**src/rtl/expr_pipe_alu.sv**
```systemverilog
// Two-stage, NCH-channel SIMD ALU with valid/ready handshaking.
// Each channel has its own accumulator, and add/sub/acc can either wrap or saturate.
module expr_pipe_alu #(
  parameter int W   = 6,
  parameter int NCH = 3,
  parameter int SAT = 0
) (
  input  logic             clk,
  input  logic             rst,
  input  logic             in_valid,
  output logic             in_ready,
  input  logic [2:0]       op,
  input  logic [NCH*W-1:0] a,
  input  logic [NCH*W-1:0] b,
  input  logic [NCH-1:0]   a_signed,
  input  logic [NCH-1:0]   b_signed,
  input  logic             acc_clr,
  output logic             out_valid,
  input  logic             out_ready,
  output logic [NCH*W-1:0] y,
  output logic [NCH-1:0]   ovf
);

  logic             r_s1_valid;
  logic [2:0]       r_s1_op;
  logic [NCH*W-1:0] r_s1_a;
  logic [NCH*W-1:0] r_s1_b;
  logic [NCH-1:0]   r_s1_as;
  logic [NCH-1:0]   r_s1_bs;
  logic             r_out_valid;
  logic [NCH*W-1:0] r_y;
  logic [NCH-1:0]   r_ovf;
  logic [W-1:0]     r_acc [NCH];

  logic             w_en;
  logic [W:0]       w_res [NCH];

  function automatic logic [W:0] ext(input logic [W-1:0] x, input logic s);
    return s ? {x[W-1], x} : {1'b0, x};
  endfunction

  // Returns {overflow, result}; bit W of the W+1-bit sum is the true sign/borrow.
  function automatic logic [W:0] addSub(input logic [W-1:0] x, input logic [W-1:0] z,
                                        input logic s, input logic sub);
    logic [W:0]   t;
    logic         o;
    logic [W-1:0] r;
    t = sub ? (ext(x, s) - ext(z, s)) : (ext(x, s) + ext(z, s));
    o = s ? (t[W] ^ t[W-1]) : t[W];
    r = t[W-1:0];
    if (SAT != 0 && o) begin
      if (s)
        r = t[W] ? {1'b1, {(W-1){1'b0}}} : {1'b0, {(W-1){1'b1}}};
      else
        r = sub ? '0 : '1;
    end
    return {o, r};
  endfunction

  function automatic logic [W:0] chan(input logic [2:0] opc, input logic [W-1:0] x,
                                      input logic [W-1:0] z, input logic as,
                                      input logic bs, input logic [W-1:0] accv);
    logic         s;
    logic [2:0]   sh;
    logic         lt;
    logic [W-1:0] sr;
    logic [W:0]   res;
    s   = as && bs;
    sh  = z[2:0];
    lt  = s ? ($signed(x) < $signed(z)) : (x < z);
    sr  = $signed(x) >>> sh;
    res = '0;
    case (opc)
      3'd0: res = addSub(x, z, s, 1'b0);
      3'd1: res = addSub(x, z, s, 1'b1);
      3'd2: res = {1'b0, x & z};
      3'd3: res = {1'b0, ~(x ^ z)};
      3'd4: res = {{W{1'b0}}, lt};
      3'd5: res = {1'b0, x << sh};
      3'd6: res = as ? {1'b0, sr} : {1'b0, x >> sh};
      default: res = addSub(accv, x, s, 1'b0);
    endcase
    return res;
  endfunction

  assign w_en     = !r_out_valid || out_ready;
  assign in_ready = w_en;

  // A clear in the same cycle as an accumulate makes the beat start from zero.
  always_comb begin
    for (int k = 0; k < NCH; k++) begin
      w_res[k] = chan(r_s1_op, r_s1_a[k*W +: W], r_s1_b[k*W +: W], r_s1_as[k],
                      r_s1_bs[k], acc_clr ? '0 : r_acc[k]);
    end
  end

  always_ff @(posedge clk) begin
    if (rst) begin
      r_s1_valid  <= 1'b0;
      r_out_valid <= 1'b0;
      r_y         <= '0;
      r_ovf       <= '0;
      for (int k = 0; k < NCH; k++) r_acc[k] <= '0;
    end else begin
      if (w_en) begin
        r_s1_valid  <= in_valid;
        r_out_valid <= r_s1_valid;
        if (r_s1_valid) begin
          for (int k = 0; k < NCH; k++) begin
            r_y[k*W +: W] <= w_res[k][W-1:0];
            r_ovf[k]      <= w_res[k][W];
          end
        end
      end
      for (int k = 0; k < NCH; k++) begin
        if (w_en && r_s1_valid && r_s1_op == 3'd7)
          r_acc[k] <= w_res[k][W-1:0];
        else if (acc_clr)
          r_acc[k] <= '0;
      end
    end
  end

  always_ff @(posedge clk) begin
    if (w_en && in_valid) begin
      r_s1_op <= op;
      r_s1_a  <= a;
      r_s1_b  <= b;
      r_s1_as <= a_signed;
      r_s1_bs <= b_signed;
    end
  end

  assign out_valid = r_out_valid;
  assign y         = r_y;
  assign ovf       = r_ovf;

endmodule

```
**config.mk**
```make
export PLATFORM = sky130hd
export DESIGN_NAME = expr_pipe_alu
export DESIGN_NICKNAME = d
export VERILOG_FILES = /design/src/rtl/expr_pipe_alu.sv
export SDC_FILE = /design/constraint.sdc
export NUM_CORES = 1
export LEC_CHECK = 0
export ABC_CLOCK_PERIOD_IN_PS = 3400
export CORE_MARGIN = 2
export CORE_UTILIZATION = 55
export DETAILED_ROUTE_END_ITERATION = 10
export PLACE_DENSITY = 0.81
export SYNTH_ARGS = -nofsm -noshare
export SYNTH_HDL_FRONTEND = slang
export SYNTH_SLANG_ARGS = --single-unit
```
**constraint.sdc**
```tcl
create_clock -name clk -period 3.4 [get_ports clk]
set_input_delay 0.68 -clock clk [delete_from_list [all_inputs] [get_ports clk]]
set_output_delay 0.68 -clock clk [all_outputs]
set_load 0.02 [all_outputs]
```
# Yosys cells after proc, flatten, opt, wreduce, memory -nomap -nowiden
# Memories as Yosys holds them, arrays and structs flattened.
# Cells that the tools add are included.
op_classes:
  n_lt_le_gt_ge: 6
  addsub: 9
  n_bitwise: 24
  muxes: 45
  eq_ne: 7
  shifts: 9
  n_reduce_logical: 10
op_table:
  columns: ["cell", "count"]
  rows:
  - ["$pmux W7 S7", 3]
  - ["$mux W6", 12]
  - ["$mux W7", 9]
  - ["$add A7 B7 Y7", 6]
  - ["$lt A6 B6 Y1", 6]
  - ["$mux W1", 21]
  - ["$sub A7 B7 Y7", 3]
  - ["$and A6 B6 Y6", 3]
  - ["$not A6 Y6", 3]
  - ["$shl A6 B3 Y6", 3]
  - ["$shr A6 B3 Y6", 3]
  - ["$sshr A6 B3 Y6", 3]
  - ["$xor A6 B6 Y6", 3]
  - ["$eq A3 B3 Y1 const B", 4]
  - ["$xor A1 B1 Y1", 9]
  - ["$eq A3 B2 Y1 const B", 2]
  - ["$logic_and A1 B1 Y1", 6]
  - ["$or A1 B1 Y1", 6]
  - ["$eq A3 B1 Y1 const B", 1]
  - ["$logic_not A3 Y1", 1]
  - ["$reduce_and A2 Y1", 1]
  - ["$logic_not A1 Y1", 1]
  - ["$logic_or A1 B1 Y1", 1]
word_totals:
  mem_count: 1
  regBits: 68
  in_bits: 50
  mem_bits_rw: 18
memory_table:
  columns: ["memory", "words", "width", "rd", "rd_ports_with_merged_regs", "write_ports", "line", "source"]
  rows:
  - ["r_acc", 3, 6, 3, 0, 3, "33", "logic [W-1:0] r_acc [NCH];"]

# Logic depth before layout (Yosys ltp)
# Gate-level depths: netlist of the first run.
depth:
  depth_word: 9
  mapped_depth: 12

# Least setup slack after synthesis of the first run
# No wires, ideal clock.
synth_path:
  path_kind: "in2reg"
  from: "input port acc_clr"
  to: "register r_ovf[0] (netlist: ovf[0])"
  cell_stages: 10
  n_path_buf: 1
  arrival_ns: 2.709
  setup_slack_ns: 0.558
  cell_sequence: "clkbuf_1 -> nor2b_1 -> ha_1 -> and2b_1 -> or3b_1 -> nand4_1 -> or3b_1 -> xnor2_1 -> a22oi_1 -> a211oi_2"
synth_via:
  elab_chain_len: 6
synth_lines:
  columns: ["item", "line", "source"]
  rows:
  - ["start: declaration", "17", "input logic acc_clr,"]
  - ["$mux W6 (*)", "93", "r_s1_bs[k], acc_clr ? '0 : r_acc[k]);"]
  - ["$mux W7 (*)", "39", "return s ? {x[W-1], x} : {1'b0, x};"]
  - ["$add A7 B7 Y7 (*)", "48", "t = sub ? (ext(x, s) - ext(z, s)) : (ext(x, s) + ext(z, s));"]
  - ["$xor A1 B1 Y1", "49", "o = s ? (t[W] ^ t[W-1]) : t[W];"]
  - ["$mux W1 (*)", "49", null]
  - ["$pmux W7 S7 (*)", "73", "case (opc)"]
  - ["end signal: indexed assignment", "111", "r_ovf[k] <= w_res[k][W];"]
  - ["end: declaration", "32", "logic [NCH-1:0] r_ovf;"]
# Every way passes the cells marked *; elsewhere a longest branch is shown, timed or not.
# A chain may end at the register's enable or synchronous reset.

# Worst setup path after layout of the first run
# Ends and elaborated chain as after synthesis.

==> results.yml, run 1 <==
status:
  run_status: "finished, final reports clean"
routing:
  wl_microns: 20500
  vias: 6747
  viasPerCell: 6.32
  drtIter0Drc: 641
  drtAntennaViolNets: 0
  dr.pass1.iters: 5
  drc: 0
  wire_per_inst_microns: 19.2
clock_network:
  htree_num_levels: 3
  path_clk_slew_ps: 70
  numCtsBuffers: 9
  cts_setup_buffers: 0
  clock_path_buffers: 2
  cts_tree: "built"
  insertion_delay_ps: 360
  ctsHoldBuffers: 0
  cts.sinks: 86
  root_buffer: "clkbuf_16"
  cts_resized: 0
critical_path:
  cp_data_required_time_ps: 3640
  crit_chain: "clkdlybuf4s50_1 > nor2b_1 > ha_1 > a211oi_1 > or3b_1 > a31oi_1 > or3b_1 > xnor2_1 > a22oi_1 > a211oi_2"
  start_kind: "primary input"
  ff2ff_setup_slack_ps: 530
  slowest_stage: "clkdlybuf4s50_1"
  critPathKind: "primary input to register"
  cpMostUsedCell: "or3b_1"
  crit_arrival_ps: 3360
  slowest_delay_ps: 590
  worstPathMaxFanout: 9
  endpoint_kind: "register"
placement:
  dpl.cell_count: 1051
  place_congestion: 0.966
  portBuffers: 72
  hpwlAfterDp_microns: 15100
global_routing:
  grt_start_max_net_pins: 32
  grt_overflow: 0
  antenna_found_initial: 0
  grt_pass1_vias: 6473
  grt_pass1_wl_microns: 33200
  track_usage_pct: 29.5
synthesis:
  synth_edf_count: 57
  synth_area_sq_mm: 0.00736
  ys_ff_latch: 86
  postSynthCellCount: 817
  ys_async_sr_fraction_pct: 0
  synth_warnings: 0
  synth-main-ff-cell: "edfxtp_1"
  seq_area_frac_synth_pct: 31.1
  syn_area_per_cell_sq_um: 9.01
  ys_types: 72
  synth_fp_nets: 933
sta:
  fmaxAchievable_ghz: 0.321
  final.min_clock_period_ps: 3120
  clock_skew_ps: 16.2
  report.final.slew_viol_count: 0
  hold-worst-slack_ps: 458
  hold_viol_final: 0
  setup_viol: 0
  fin_crit_sh_pct: 91.8
  max-slew-margin-rel_pct: 60.6
  fin_setup_tns_ps: 0
  tightest_slew_ps: 584
  rsz0062_at_grt: "no"
die:
  die_y_microns: 120
  die_w_microns: 120
  rows: 42
  start_util_pct: 56.0
  core_region_area_sq_mm: 0.0131
  ios: 73
  die_area_sq_mm: 0.0143
min_path:
  hold_class: "register to register"
final_layout:
  final_layout_size_suffix_gt1_share_pct: 9.65
  diodes: 0
  fin_cells: 1067
  syn_to_final_growth_pct: 17.9
  nNetsFinal: 1002
run:
  cap_violations: 0
power_and_ir_drop:
  p_leak_nw: 3.40
  irDropWorstVdd_mv: 0.358
  power.density_mw_per_mm2: 364
-- registers in the layout (all words and copies together), names as in the netlist --
signal / cells
ovf: 3
r_s1_as: 3
r_s1_valid: 1
r_s1_bs: 3
y: 18
r_s1_op: 3
r_acc: 18
r_s1_a: 18
out_valid: 1
r_s1_b: 18
-- cells in the final DEF (no fill, tap or decap), types with 7 or more instances in the layout --
cell | Yosys | layout
a211oi_1 | 18 | 18
a21o_1 | 9 | 9
a21oi_1 | 56 | 56
a221oi_1 | 10 | 10
a22oi_1 | 9 | 9
a31oi_1 | 9 | 9
buf_4 | 0 | 39
clkbuf_16 | 0 | 9
clkdlybuf4s50_1 | 0 | 72
dfxtp_1 | 29 | 29
edfxtp_1 | 57 | 57
fa_1 | 9 | 9
ha_1 | 57 | 57
inv_1 | 44 | 44
mux2i_1 | 21 | 21
mux4_2 | 14 | 14
nand2_1 | 63 | 63
nand2b_1 | 8 | 8
nand3_1 | 12 | 12
nand3b_1 | 7 | 7
nor2_1 | 68 | 68
nor2b_1 | 32 | 32
nor3_1 | 21 | 21
o211ai_1 | 13 | 13
o21a_1 | 7 | 7
o21ai_0 | 50 | 50
o221ai_1 | 8 | 8
xnor2_1 | 26 | 26
xor2_1 | 13 | 13
-- through the flow --
stage	utilization [%]	area [sq um]	power, W	worst slack, ps
global route	66.1	8680	0.00331	34.1
CTS	66.1	8680	0.00317	299
detailed placement	63.9	8390	0.00217	-58.0
finish	66.1	8680	0.00316	280
floorplan	-	7360	0.00188	558
global placement	63.9	8390	0.00215	-3.74
-- area by class of cell --
| type | instances | area (sq um) |
|---|---|---|
| Timing Repair Buffer | 112 | 1030 |
| Multi-Input combinational cell | 632 | 4680 |
| Clock inverter | 6 | 52.6 |
| Tap cell | 176 | 220 |
| Clock buffer | 10 | 239 |
| Inverter | 45 | 169 |
| Fill cell | 1104 | 4460 |
| Sequential cell | 86 | 2290 |
-- Yosys cell counts, types with 3 or more instances --
cell type	number	share of area [%]
a211oi_1	18	1.8
a21o_1	9	0.92
a21oi_1	56	3.8
a221o_1	4	0.54
a221oi_1	10	1.2
a22oi_1	9	0.92
a311oi_1	4	0.48
a31oi_1	9	0.76
and2_1	7	0.59
buf_2	20	1.4
clkbuf_1	32	1.6
dfxtp_1	29	7.9
edfxtp_1	57	23
fa_1	9	2.4
ha_1	57	9.7
inv_1	44	2.2
mux2_2	5	0.76
mux2i_1	21	2.9
mux4_2	14	4.3
nand2_1	63	3.2
nand2b_1	8	0.68
nand3_1	12	0.82
nand3b_1	7	0.71
nand4_1	3	0.25
nor2_1	68	3.5
nor2b_1	32	2.7
nor3_1	21	1.4
nor3b_1	6	0.61
o211ai_1	13	1.3
o21a_1	7	0.71
o21ai_0	50	3.4
o21bai_1	6	0.61
o221ai_1	8	0.95
o22ai_1	5	0.42
o31ai_1	5	0.51
o32ai_1	3	0.36
or3_1	6	0.51
xnor2_1	26	3.1
xor2_1	13	1.5
-- where the power goes --
part           switching, W  internal, W  total (W)
combinational      0.000502     0.000422   0.000924
clock              0.000464     0.000528   0.000992
sequential        0.0000693      0.00118    0.00125
-- worst paths after layout --
kind                                     startpoint                        end  cells after the start
worst max-delay path                        acc_clr        ovf[0]$_SDFFE_PP0P_                     10
worst min-delay path             y[10]$_SDFFE_PP0P_         y[10]$_SDFFE_PP0P_                      2
worst max register to register  r_s1_a[2]$_DFFE_PP_  r_acc[0][3]$_SDFFCE_PP0P_                      7
worst min register to register   y[10]$_SDFFE_PP0P_         y[10]$_SDFFE_PP0P_                      2
-- critical path: cells and delay by family --
kind                     cells  cell delay (ps)
AND/OR/NAND/NOR              3              910
AO/OA/AOI/OAI                4              760
buffers and inverters        1              590
adder cells (fa/ha/maj)      1              290
XOR/XNOR                     1              130
-- cell families after synthesis --
family	count (synthesis)	synth area share, %
adders and majority gates	66	12.1
AOI/OAI and AO/OA	240	21.9
DFF	86	31.1
and+or+nand+nor	245	16.3
buffers and inverters	99	5.39
xor gates and xnor gates	41	5.25
muxes	40	7.90
-- per-layer routing --
layer / global-route usage (%) / share of wire (%)
met1: 39.5 / 41
met2: 47.2 / 46
met3: 5.51 / 9.2
met4: 12.4 / 3.2
met5: 0 / 0
Power figures use the tool's default switching activity.
==> inputs of run 2 (changes only) <==
ABC_AREA = 1   (was not set)
ABC_CLOCK_PERIOD_IN_PS = 2790   (was 3400)
CORE_UTILIZATION = 53   (was 55)
PLACE_DENSITY = 0.82   (was 0.81)
clock period = 2.79 ns   (was 3.4 ns; I/O delays follow)
==> run 2 against run 1 <==
  * Synthesized cell count increased by 39%
  * Die area is 8.5% higher
  * Worst hold slack better by 4.1 ps
  * Largest cell class unchanged
  * Largest power group unchanged
  * Highest routed layer unchanged
==> results.yml, run 2 <==
synthesis:
  synth_fp_nets: 1250
  synth-main-ff-cell: "edfxtp_1"
  synth_top_cells_by_count: "308 x nand2_1, 141 x inv_1, 114 x nand3_1, 94 x nor2_1, 68 x a21oi_1"
  seq_area_frac_synth_pct: 29.7
  yosysMostFrequentCell: "nand2_1"
  ys_async_sr_fraction_pct: 0
  postSynthCellCount: 1134
  synth.area.top_cells: "edfxtp_1 22%, nand2_1 15%, ha_1 9.2%"
  ys_types: 48
  synth_top_area_cell: "edfxtp_1"
  syn_area_per_cell_sq_um: 6.81
  synth_area_sq_mm: 0.00772
  ys_ff_latch: 86
  synth_warnings: 0
  synth_top_area_share_pct: 22.2
  synth_edf_count: 57
routing:
  drc: 0
  drtIter0Drc: 808
  wl_microns: 21100
  drtAntennaViolNets: 0
  vias: 7866
  dr.pass1.iters: 6
  viasPerCell: 5.64
  wire_per_inst_microns: 15.1
clock_network:
  path_clk_slew_ps: 70
  cts_resized: 0
  ctsHoldBuffers: 0
  root_buffer: "clkbuf_16"
  cts_tree: "built"
  numCtsBuffers: 9
  htree_num_levels: 3
  cts.sinks: 86
  cts_setup_buffers: 0
  clock_path_buffers: 2
  insertion_delay_ps: 360
critical_path:
  worstPathMaxFanout: 5
  start_kind: "register"
  ff2ff_setup_slack_ps: 320
  critPathKind: "register to register"
  crit_chain: "inv_1 > ha_1 > inv_1 > fa_1 > nand3_1 > nand3_1 > xor2_1 > nand2_1 > nand2_1 > o21ai_1 > nor2_1"
  slowest_stage: "edfxtp_1"
  crit_arrival_ps: 2580
  endpoint_kind: "register"
  slowest_delay_ps: 500
  cp_data_required_time_ps: 2890
sta:
  hold_viol_final: 0
  setup_viol: 0
  final.min_clock_period_ps: 2470
  clock_skew_ps: 7.20
  fmaxAchievable_ghz: 0.404
  rsz0062_at_grt: "no"
  tightest_slew_ps: 539
  report.final.slew_viol_count: 0
  fin_ws_ps: 317
  max-slew-margin-rel_pct: 64.0
  fin_crit_sh_pct: 88.6
  fin_setup_tns_ps: 0
power_and_ir_drop:
  power.density_mw_per_mm2: 430
  irDropWorstVdd_mv: 0.288
  p_leak_nw: 4.20
die:
  ios: 73
  die_area_sq_mm: 0.0155
  rows: 44
  start_util_pct: 53.7
  core_region_area_sq_mm: 0.0144
  die_y_microns: 125
  die_w_microns: 125
final_layout:
  syn_to_final_growth_pct: 16.1
  nNetsFinal: 1321
  fillCellCount: 1315
  layout_commonest_cell: "nand2_1"
  diodes: 0
  final_layout_size_suffix_gt1_share_pct: 7.36
  final_cell_mix: "308 x nand2_1, 140 x inv_1, 114 x nand3_1"
global_routing:
  grt_pass1_wl_microns: 34700
  antenna_found_initial: 0
  grt_start_max_net_pins: 46
  grt_pass1_vias: 7395
  track_usage_pct: 27.4
  grt_overflow: 0
run:
  cap_violations: 0
placement:
  preCtsSetupSlack_ps: 21.4
  place_congestion: 0.979
  hpwlAfterDp_microns: 16200
  portBuffers: 72
min_path:
  hold_class: "register to register"
status:
  run_status: "finished, final reports clean"
==> run 2: changes by cell type after synthesis, moves of 14 or more <==
cell,previous run,this run
nand4_1,3,36
nor2_1,68,94
mux4_2,14,0
mux2i_1,21,0
xnor2_1,26,6
nand3_1,12,114
nor2b_1,32,0
o21ai_1,0,16
inv_1,44,141
clkbuf_1,32,10
nand2_1,63,308
a211oi_1,18,0
o21ai_0,50,67
==> run 2: worst paths after layout <==
| kind | start | end | cells after the start |
|---|---|---|---|
| worst max register to register | r_s1_a[0]$_DFFE_PP_ | r_acc[0][0]$_SDFFCE_PP0P_ | 11 |
| worst min-delay path | r_s1_valid$_SDFFE_PP0N_ | r_s1_valid$_SDFFE_PP0N_ | 2 |
| worst min register to register | r_s1_valid$_SDFFE_PP0N_ | r_s1_valid$_SDFFE_PP0N_ | 2 |
| worst max-delay path | r_s1_a[0]$_DFFE_PP_ | r_acc[0][0]$_SDFFCE_PP0P_ | 11 |
==> run 2: layer usage <==
| metal | up-vias | routed length [microns] | GRT usage [%] |
|---|---|---|---|
| li1 | 3903 | - | - |
| met1 | 3559 | 8740 | 33.5 |
| met2 | 340 | 10000 | 46.8 |
| met3 | 64 | 1560 | 4.94 |
| met4 | 0 | 814 | 12.5 |
| met5 | - | 0 | 0 |
==> run 2: worst max-delay path: cells and delay by family (launching register included) <==
family,cells,cell delay [ps]
AOI/OAI and AO/OA,1,150
and+or+nand+nor,5,550
adders and majority gates,2,610
xor gates and xnor gates,1,200
buffers and inverters,2,200
DFF,1,500
==> run 2: through the flow <==
stage	area, sq um	utilization (%)	instances	hold WS (ps)	power, W
after floorplan	7720	-	1134	443	0.00227
after global placement	8670	60.3	1378	448	0.00260
after detailed placement	8670	60.3	1378	452	0.00262
after CTS	8970	62.4	1394	462	0.00385
after global routing	8970	62.4	1394	498	0.00405
final	8970	62.4	1394	462	0.00385
==> run 2: where the power goes <==
group,total [W],switching [W],internal (W)
clock,0.00123,0.000562,0.000669
combinational,0.00110,0.000684,0.000416
sequential,0.00152,0.0000803,0.00144
total,0.00385,0.00133,0.00253
==> run 2: final cells by class <==
cell class	instances	area, sq um	area share, %
Multi-Input combinational cell	853	4620	51.5
Sequential cell	86	2290	25.6
Timing Repair Buffer	95	918	10.2
Inverter	160	606	6.75
Clock buffer	10	250	2.79
Tap cell	184	230	2.57
Clock inverter	6	48.8	0.544
==> run 2: cells by family (layout without fill, tap and decap cells) <==
kind of cell / Yosys count / after routing / share of synthesized area (%)
XOR/XNOR: 9 / 9 / 1.02
AO/OA/AOI/OAI: 189 / 189 / 13.7
adder cells (fa/ha/maj): 66 / 66 / 11.6
AND/OR/NAND/NOR: 589 / 589 / 33.5
buffers and inverters: 195 / 271 / 10.5
flip-flops: 86 / 86 / 29.7
